<file path="src/rtl/jtkiwi_sub_bus.sv">
// Kiwi sub Z80 bus controller.
// Registers the address decode for ROM, shared RAM, FM and input ports.
// Drives the sub-side port of the shared RAM and generates wait states.
// Also handles the vblank interrupt and the CPU reset sequencer.
module jtkiwi_sub_bus #(
    parameter int RSTLEN = 16
) (
    input  logic        clk,
    input  logic        rst,
    input  logic        cen,
    input  logic        snd_rstn,
    input  logic        LVBL,
    input  logic [15:0] A,
    input  logic [7:0]  cpu_dout,
    input  logic        mreq_n,
    input  logic        iorq_n,
    input  logic        m1_n,
    input  logic        rd_n,
    input  logic        wr_n,
    output logic [7:0]  cpu_din,
    output logic        wait_n,
    output logic        int_n,
    output logic        cpu_rstn,
    output logic [12:0] shr_addr,
    output logic [7:0]  shr_din,
    output logic        shr_we,
    input  logic [7:0]  shr_dout,
    output logic        fm_cs,
    input  logic [7:0]  fm_dout,
    output logic [16:0] rom_addr,
    output logic        rom_cs,
    input  logic        rom_ok,
    input  logic [7:0]  rom_data,
    input  logic [15:0] dipsw,
    input  logic [6:0]  joy1,
    input  logic [6:0]  joy2,
    input  logic [1:0]  coin,
    input  logic [1:0]  start
);

    localparam int             CW      = $clog2(RSTLEN + 1);
    localparam logic [CW-1:0]  RST_MAX = CW'(RSTLEN);

    // Reset sequencer state
    logic [1:0]    sync_r;
    logic [CW-1:0] rst_cnt_r;
    logic [CW-1:0] rst_cnt_s;
    logic          rstn_next_s;
    logic          cpu_rstn_r;

    // Decode state
    logic          rom_fix_s, rom_bnk_s, shr_s, fm_s, bank_wr_s, io_s, shr_rd_s;
    logic [7:0]    io_data_s;
    logic [1:0]    bank_r;
    logic          rom_cs_r, fm_cs_r, shr_we_r, shr_rd_r, io_cs_r;
    logic [16:0]   rom_addr_r;
    logic [12:0]   shr_addr_r;
    logic [7:0]    shr_din_r;
    logic [7:0]    io_data_r;
    logic [1:0]    shr_wcnt_r;
    logic [7:0]    cpu_din_r;

    // Interrupt state
    logic          lvbl_r;
    logic          int_n_r;
    logic          ack_s;

    // Synchronise the main CPU reset request into the clk domain
    always_ff @(posedge clk or posedge rst) begin
        if (rst) begin
            sync_r <= 2'b00;
        end else begin
            sync_r <= {sync_r[0], snd_rstn};
        end
    end

    // Next counter value: cleared while the request is low, saturates at RSTLEN
    always_comb begin
        rst_cnt_s = rst_cnt_r;
        if (!sync_r[1]) begin
            rst_cnt_s = {CW{1'b0}};
        end else if (cen && (rst_cnt_r != RST_MAX)) begin
            rst_cnt_s = rst_cnt_r + CW'(1);
        end else begin
            rst_cnt_s = rst_cnt_r;
        end
        rstn_next_s = sync_r[1] && (rst_cnt_s == RST_MAX);
    end

    // Reset counter and registered CPU reset output
    always_ff @(posedge clk or posedge rst) begin
        if (rst) begin
            rst_cnt_r  <= {CW{1'b0}};
            cpu_rstn_r <= 1'b0;
        end else begin
            rst_cnt_r  <= rst_cnt_s;
            cpu_rstn_r <= rstn_next_s;
        end
    end

    // Address decode; ROM needs rd_n so refresh cycles do not fetch
    always_comb begin
        rom_fix_s = !mreq_n && !rd_n && (A[15] == 1'b0);
        rom_bnk_s = !mreq_n && !rd_n && (A[15:14] == 2'b10);
        shr_s     = !mreq_n && (A[15:13] == 3'b110);
        shr_rd_s  = shr_s && !rd_n;
        fm_s      = !mreq_n && (A[15:1] == 15'h7000);
        bank_wr_s = !mreq_n && !wr_n && (A == 16'hF000);
        io_s      = !mreq_n && !rd_n && (A[15:3] == 13'h1F00) && (A[2:0] <= 3'd4);
    end

    // Input port multiplexer
    always_comb begin
        io_data_s = 8'hFF;
        case (A[2:0])
            3'd0:    io_data_s = dipsw[7:0];
            3'd1:    io_data_s = dipsw[15:8];
            3'd2:    io_data_s = {1'b1, joy1};
            3'd3:    io_data_s = {1'b1, joy2};
            3'd4:    io_data_s = {coin, start, 4'hF};
            default: io_data_s = 8'hFF;
        endcase
    end

    // Registered decode; everything is cleared while the CPU is (about to be) in reset
    always_ff @(posedge clk or posedge rst) begin
        if (rst) begin
            bank_r     <= 2'b00;
            rom_cs_r   <= 1'b0;
            rom_addr_r <= 17'd0;
            fm_cs_r    <= 1'b0;
            shr_we_r   <= 1'b0;
            shr_rd_r   <= 1'b0;
            shr_addr_r <= 13'd0;
            shr_din_r  <= 8'd0;
            shr_wcnt_r <= 2'd0;
            io_cs_r    <= 1'b0;
            io_data_r  <= 8'hFF;
        end else if (!rstn_next_s) begin
            bank_r     <= 2'b00;
            rom_cs_r   <= 1'b0;
            fm_cs_r    <= 1'b0;
            shr_we_r   <= 1'b0;
            shr_rd_r   <= 1'b0;
            shr_wcnt_r <= 2'd0;
            io_cs_r    <= 1'b0;
        end else begin
            if (bank_wr_s) begin
                bank_r <= cpu_dout[1:0];
            end
            rom_cs_r <= rom_fix_s || rom_bnk_s;
            if (rom_fix_s) begin
                rom_addr_r <= {2'b00, A[14:0]};
            end else if (rom_bnk_s) begin
                rom_addr_r <= {1'b1, bank_r, A[13:0]};
            end
            fm_cs_r  <= fm_s;
            shr_we_r <= shr_s && !wr_n;
            shr_rd_r <= shr_rd_s;
            if (shr_s) begin
                shr_addr_r <= A[12:0];
                shr_din_r  <= cpu_dout;
            end
            // Two wait clocks from the first decoded clk of a shared read
            if (shr_rd_s && !shr_rd_r) begin
                shr_wcnt_r <= 2'd2;
            end else if (shr_wcnt_r != 2'd0) begin
                shr_wcnt_r <= shr_wcnt_r - 2'd1;
            end
            io_cs_r   <= io_s;
            io_data_r <= io_data_s;
        end
    end

    // Read data register: ROM first, default FF
    always_ff @(posedge clk or posedge rst) begin
        if (rst) begin
            cpu_din_r <= 8'hFF;
        end else if (rom_cs_r) begin
            cpu_din_r <= rom_data;
        end else if (shr_rd_r) begin
            cpu_din_r <= shr_dout;
        end else if (fm_cs_r) begin
            cpu_din_r <= fm_dout;
        end else if (io_cs_r) begin
            cpu_din_r <= io_data_r;
        end else begin
            cpu_din_r <= 8'hFF;
        end
    end

    assign ack_s = !iorq_n && !m1_n;

    // Vblank interrupt: acknowledge or CPU reset beats a new edge
    always_ff @(posedge clk or posedge rst) begin
        if (rst) begin
            lvbl_r  <= 1'b1;
            int_n_r <= 1'b1;
        end else begin
            lvbl_r <= LVBL;
            if (!cpu_rstn_r || ack_s) begin
                int_n_r <= 1'b1;
            end else if (lvbl_r && !LVBL) begin
                int_n_r <= 1'b0;
            end else begin
                int_n_r <= int_n_r;
            end
        end
    end

    // ROM wait must follow rom_ok in the same clk, so it is formed from registered cs
    assign wait_n   = ~((rom_cs_r & ~rom_ok) | (shr_wcnt_r != 2'd0));
    assign cpu_din  = cpu_din_r;
    assign int_n    = int_n_r;
    assign cpu_rstn = cpu_rstn_r;
    assign shr_addr = shr_addr_r;
    assign shr_din  = shr_din_r;
    assign shr_we   = shr_we_r;
    assign fm_cs    = fm_cs_r;
    assign rom_addr = rom_addr_r;
    assign rom_cs   = rom_cs_r;

endmodule

</file>
<file path="config.mk">
export PLATFORM = sky130hd
export DESIGN_NAME = jtkiwi_sub_bus
export DESIGN_NICKNAME = d
export VERILOG_FILES = /design/src/rtl/jtkiwi_sub_bus.sv
export SDC_FILE = /design/constraint.sdc
export NUM_CORES = 1
export LEC_CHECK = 0
export ABC_AREA = 1
export BUFFER_PORTS_ARGS = -buffer_cell sky130_fd_sc_hd__clkbuf_2
export CORE_UTILIZATION = 42
export DETAILED_ROUTE_END_ITERATION = 12
export PLACE_DENSITY = 0.8
export REMOVE_ABC_BUFFERS = 1
export SYNTH_ARGS = -nofsm -noshare
export SYNTH_HDL_FRONTEND = slang
export SYNTH_SLANG_ARGS = --single-unit
</file>
<file path="constraint.sdc">
create_clock -name clk -period 2.4 [get_ports clk]
set_clock_uncertainty 0.15 [all_clocks]
set_input_delay 0.24 -clock clk [delete_from_list [all_inputs] [get_ports clk]]
set_output_delay 0.24 -clock clk [all_outputs]
set_load 0.01 [all_outputs]
</file>
; ---- Yosys cells after proc, flatten, opt, wreduce, memory -nomap -nowiden
; Cells that the tools add are included.
[totals]
reg_bits = 73
wordCells = 91
output_inout_bits = 52
[classes]
reduce_logical = 32
order_cmp = 1
addsub = 2
bitwise_logic = 5
muxes = 21
n_eq_ne = 13
[ops]
columns = op, n
row1 = one-hot mux 8 bit (5 select lines), 1
row2 = two-way mux 17 bit, 2
row3 = two-way mux 8 bit, 4
row4 = == test 16 bit (second input constant), 1
row5 = logical AND 1 bit, 16
row6 = == test 15 bit (second input constant), 1
row7 = == test 13 bit (second input constant), 1
row8 = two-way mux 2 bit, 5
row9 = two-way mux 5 bit, 2
row10 = zero test 1 bit, 8
row11 = two-way mux 1 bit, 7
row12 = == test 3 x 2 -> 1 bit (second input constant), 2
row13 = == test 3 bit (second input constant), 2
row14 = nonzero test 2 bit, 3
row15 = adder 5 x 1 -> 5 bit (second input constant), 1
row16 = == test 5 bit (second input constant), 1
row17 = != test 5 bit (second input constant), 1
row18 = AND reduction 2 bit, 2
row19 = == test 3 x 1 -> 1 bit (second input constant), 1
row20 = less-or-equal comparator 3 bit (second input constant), 1
row21 = zero test 3 bit, 1
row22 = != test 3 x 1 -> 1 bit (second input constant), 1
row23 = NOT 1 bit, 3
row24 = == test 2 bit (second input constant), 1
row25 = other kinds (5), 6

; ---- Logic depth before layout (Yosys ltp)
[logic_depth]
ltp_word = 7
mapped_depth = 14
mapped_depth_nobuf = 14

; ---- Worst setup path after synthesis
; No wires, ideal clock.
[synth_path]
path_type = register to register
start = register rst_cnt_r[0]
end = register rom_addr_r[16] (netlist: rom_addr[16])
synth_period_minus_slack_ps = 1805
arrival_time_ps = 1538
n_path_buf = 2
path_slack_ps = 595
path_stages_with_launch = 15
setup_time_ps = 117
path_cell_list = dfrtp_1 inv_1 ha_1 nand2_1 inv_1 nand2_1 nand2_1 nand2_1 nand3_1 nand2_1 inv_2 buf_4 buf_4 nand4_1 nand2_1
[synth_between]
elab_chain_cells = 7
elab_cells_between_ends = 8
classes_between = add/sub: 1 / eq/ne: 2 / mux: 2 / reduce/logical: 3
[synth_rtl]
columns = item, line
row1 = start: declaration, 46  ; logic [CW-1:0] rst_cnt_r;
row2 = start signal: assignment, 93  ; rst_cnt_r <= {CW{1'b0}};
row3 = start signal: assignment, 96  ; rst_cnt_r <= rst_cnt_s;
row4 = branches (longest 2 deep; another with adder 5 x 1 -> 5 bit), -
row5 = two-way mux 5 bit *, 82  ; end else if (cen && (rst_cnt_r != RST_MAX)) begin
row6 = two-way mux 5 bit *, 80  ; if (!sync_r[1]) begin
row7 = == test 5 bit *, 87  ; rstn_next_s = sync_r[1] && (rst_cnt_s == RST_MAX);
row8 = logical AND 1 bit *, 87
row9 = AND reduction 2 bit (no line) *, -
row10 = end signal: assignment, 153  ; rom_addr_r <= {2'b00, A[14:0]};
row11 = end signal: assignment, 155  ; rom_addr_r <= {1'b1, bank_r, A[13:0]};
row12 = end: declaration, 56  ; logic [16:0] rom_addr_r;
; Every way passes the cells marked *.
; A chain may end at the register's enable or synchronous reset.

; ---- Worst setup path in the final report
[layout_path]
start = register rst_cnt_r[0]
end = register shr_addr_r[10] (netlist: shr_addr[10])
[layout_between]
elab_chain_cells = 7
elab_cells_between_ends = 8
classes_between = add/sub: 1 / eq/ne: 2 / mux: 2 / reduce/logical: 3
[layout_rtl]
columns = item, line
row1 = branches (longest 2 deep; another with adder 5 x 1 -> 5 bit), -
row2 = two-way mux 5 bit *, 82
row3 = two-way mux 5 bit *, 80
row4 = == test 5 bit *, 87
row5 = logical AND 1 bit *, 87
row6 = AND reduction 2 bit (no line) *, -
row7 = end signal: assignment, 161  ; shr_addr_r <= A[12:0];
row8 = end: declaration, 57  ; logic [12:0] shr_addr_r;
; Marked as above.

==> flow_summary.toml <==
[detailed_routing]
via_count = 3689
post_drt_wl_per_cell_um = 14.7
routed_wl_um = 10400
ant_nets = 0
first_iter_violations = 232
route.detailed.drc = 0
drt_first_pass_iters = 5
via_per_inst = 5.18

[logic_synthesis]
synthMostInstantiatedCell = "nand2_1"
yosys.area.top_type = "dfrtp_1"
yosys-top-cells-count = "nand2_1 (139), dfrtp_1 (55), nand4_1 (44), inv_1 (38), nor2_1 (25)"
ys_ff_latch = 73
seq_area_frac_synth = 0.513
yosys.area.top_type_share = 0.382
synth_ff_type = "dfrtp_1"
postSynthCellCount = 434
ys_warn_count = 0
synth_enable_flop_cells = 0
synth_area_leaders = "dfrtp_1 (38%), nand2_1 (14%), dfstp_2 (13%)"
ys_types = 31
netlist_area_um2 = 3600
async_reset_ff_frac = 1.00
avgSynthCellArea_um2 = 8.30

[job]
drv_cap = 0

[pwr]
peakVddDrop_v = 0.000318
finalPower_mw = 2.66
p_leak_nw = 2.66
power.density_nw_per_um2 = 539

[floorplanning]
die_w_um = 94.6
start_util = 0.436
rows = 33
core_area_um2 = 8260
design.die.area_um2 = 8950
io_pins = 145
chipHeight_um = 94.6

[worst_setup_path]
reg2reg_to = "shr_addr[10]"
cpMostUsedCell = "nand2_1"
crit_type = "flop to flop"
rrSetupSlack_ns = 0.20
worstSetupEndpoint = "shr_addr[10]"
ff2ff_path_depth = 13
cp_cell_sequence = "inv_1 -> ha_1 -> nand2_1 -> inv_1 -> nand2_1 -> nand2_1 -> nand2_1 -> nand3_1 -> nand2_1 -> inv_2 -> nand3_2 -> nand2_1 -> nand2_1"
critical_path_buf_inv_count = 3
critPathArrivalTime_ns = 2.29
path_max_fanout = 13
r2r-start = "rst_cnt_r[0]"
crit_family = "simple AND/OR/NAND/NOR gates"
critPathMaxStageDelay_ns = 0.42
cp.depth = 13
critPathLaunchType = "flop"
end_kind = "flop"
startpoint = "rst_cnt_r[0]"
cp.required_ns = 2.49
critPathSlowestCell = "dfrtp_1"

[placed_design]
place_area_um2 = 4440
io_buffers = 144
place.gp.congestion = 0.929
dp_hpwl_um = 7380
post-place-cells = 672

[sta]
hold_viol = 0
setup_viol = 0
relSlewSlack = 0.506
finalCriticalPeriod_ns = 2.20
fmax_ghz = 0.454
period_share = 0.918
tightest_slew_ns = 0.735
rsz0062_at_grt = "false"
maxSlewViolCount = 0

[worst_hold_path]
hp-class = "input pin to flop"
hold_path_depth = 3
min_from = "A[6]"

[clocking]
cts_buffers = 9
h-tree-depth = 3
clk_latency_ns = 0.35
cts_tree = "done"
post-cts-setup-buffers = 0
clock-root-buffer = "clkbuf_8"
cts_buffer_depth = 2
clk_pin_slew_ns = 0.07
cts.sinks = 73

[finish]
stdcell_count = 712
drive_gt1_frac = 0.328
area_growth_pct = 36.9
num-nets-final = 699
fillers = 737
final_cell_area_um2 = 4930
diodes = 0

[grt]
grt_pass1_wl_um = 16300
antenna_found_initial = 0
overflow = 0
grt_max_degree = 74
grt.total_usage = 0.240
first_global_vias = 3411

[run_status]
status = "finished, final reports clean"
## tightest hold or removal path: stages
cell and delay (ns):
clkbuf_2 0.10, nand4_1 0.09, nand2_1 0.05
## final cells by class
cell class | count | area [um2] | share of cell area
Clock buffer | 9 | 124 | 0.0251
Clock inverter | 6 | 108 | 0.0218
Inverter | 41 | 154 | 0.0312
Multi-Input combinational cell | 299 | 1510 | 0.306
Sequential cell | 73 | 1850 | 0.375
Tap cell | 105 | 131 | 0.0266
Timing Repair Buffer | 179 | 1060 | 0.214
## where the power goes
part           internal, mW  total [mW]  switching [mW]  leakage, nW
Sequential             1.24        1.24         0.00526        0.950
Clock                 0.681        1.14           0.460        0.115
Combinational         0.117       0.273           0.156         1.60
Total                  2.03        2.66           0.621         2.66
## flip-flops by register name, summed over array words and instances (netlist names), 2 cells and up
register,count
shr_wcnt_r,2
shr_din,8
shr_addr,13
rom_addr,17
io_data_r,8
rst_cnt_r,5
sync_r,2
bank_r,2
cpu_din,8
## per-stage QoR
stage / setup slack (ns) / hold slack, ns / utilization / setup TNS (ns)
finish: 0.197 / 0.0158 / 0.597 / 0
global route: 0.00145 / 0.0113 / 0.597 / 0
CTS: 0.0736 / 0.00346 / 0.595 / 0
detailed placement: 0.0753 / 0.193 / 0.538 / 0
global placement: 0.253 / 0.181 / 0.538 / 0
floorplan: -0.112 / 0.0945 / - / -2.47
## worst min path at each step
stage               slack (ns)           to
detailed placement        0.19       lvbl_r
floorplan                 0.09       lvbl_r
global route              0.01  shr_addr[4]
global placement          0.18     cpu_rstn
finish                    0.02  shr_addr[6]
CTS                      0.003  rom_addr[3]
## cell families after synthesis
group,after synthesis,share of synthesized area
buf+inv,63,0.0743
simple gates,244,0.314
xor+xnor,1,0.00243
flops,73,0.513
fa+ha+maj,3,0.0104
compound gates,50,0.0851
## layout by cell type (no fill, tap or decap), types with 2 or more instances in the layout
| master | Yosys | final |
|---|---|---|
| dfrtp_1 | 55 | 55 |
| bufinv_16 | 0 | 3 |
| o21ai_1 | 6 | 6 |
| inv_1 | 38 | 37 |
| nand3_2 | 3 | 3 |
| nor3_1 | 6 | 5 |
| dfstp_2 | 18 | 18 |
| dlygate4sd3_1 | 0 | 24 |
| o21ai_0 | 5 | 5 |
| clkinv_2 | 0 | 2 |
| nor3_2 | 1 | 2 |
| nand3_1 | 14 | 14 |
| nand3_4 | 1 | 2 |
| clkinv_1 | 2 | 2 |
| clkbuf_2 | 0 | 144 |
| a21oi_1 | 19 | 19 |
| nor2_1 | 25 | 25 |
| o211ai_1 | 9 | 9 |
| clkbuf_8 | 0 | 9 |
| a22oi_1 | 8 | 8 |
| nand3b_1 | 8 | 8 |
| inv_2 | 1 | 2 |
| nand2_1 | 139 | 139 |
| nand4_1 | 44 | 44 |
| buf_4 | 2 | 10 |
| ha_1 | 3 | 3 |
## timing repair
action	in CTS	in global routing
setup endpoints to repair	0	23
hold buffers	24	0
endpoints found under the hold margin	77	0
gates resized for setup	0	1
## metal layers
layer	GRT usage	part of all wire	wire, um
met5	0	0	0
met4	0.0960	0.015	153
met2	0.402	0.48	4980
met3	0.0580	0.092	956
met1	0.297	0.42	4350
(Power assumes the default switching activity.)
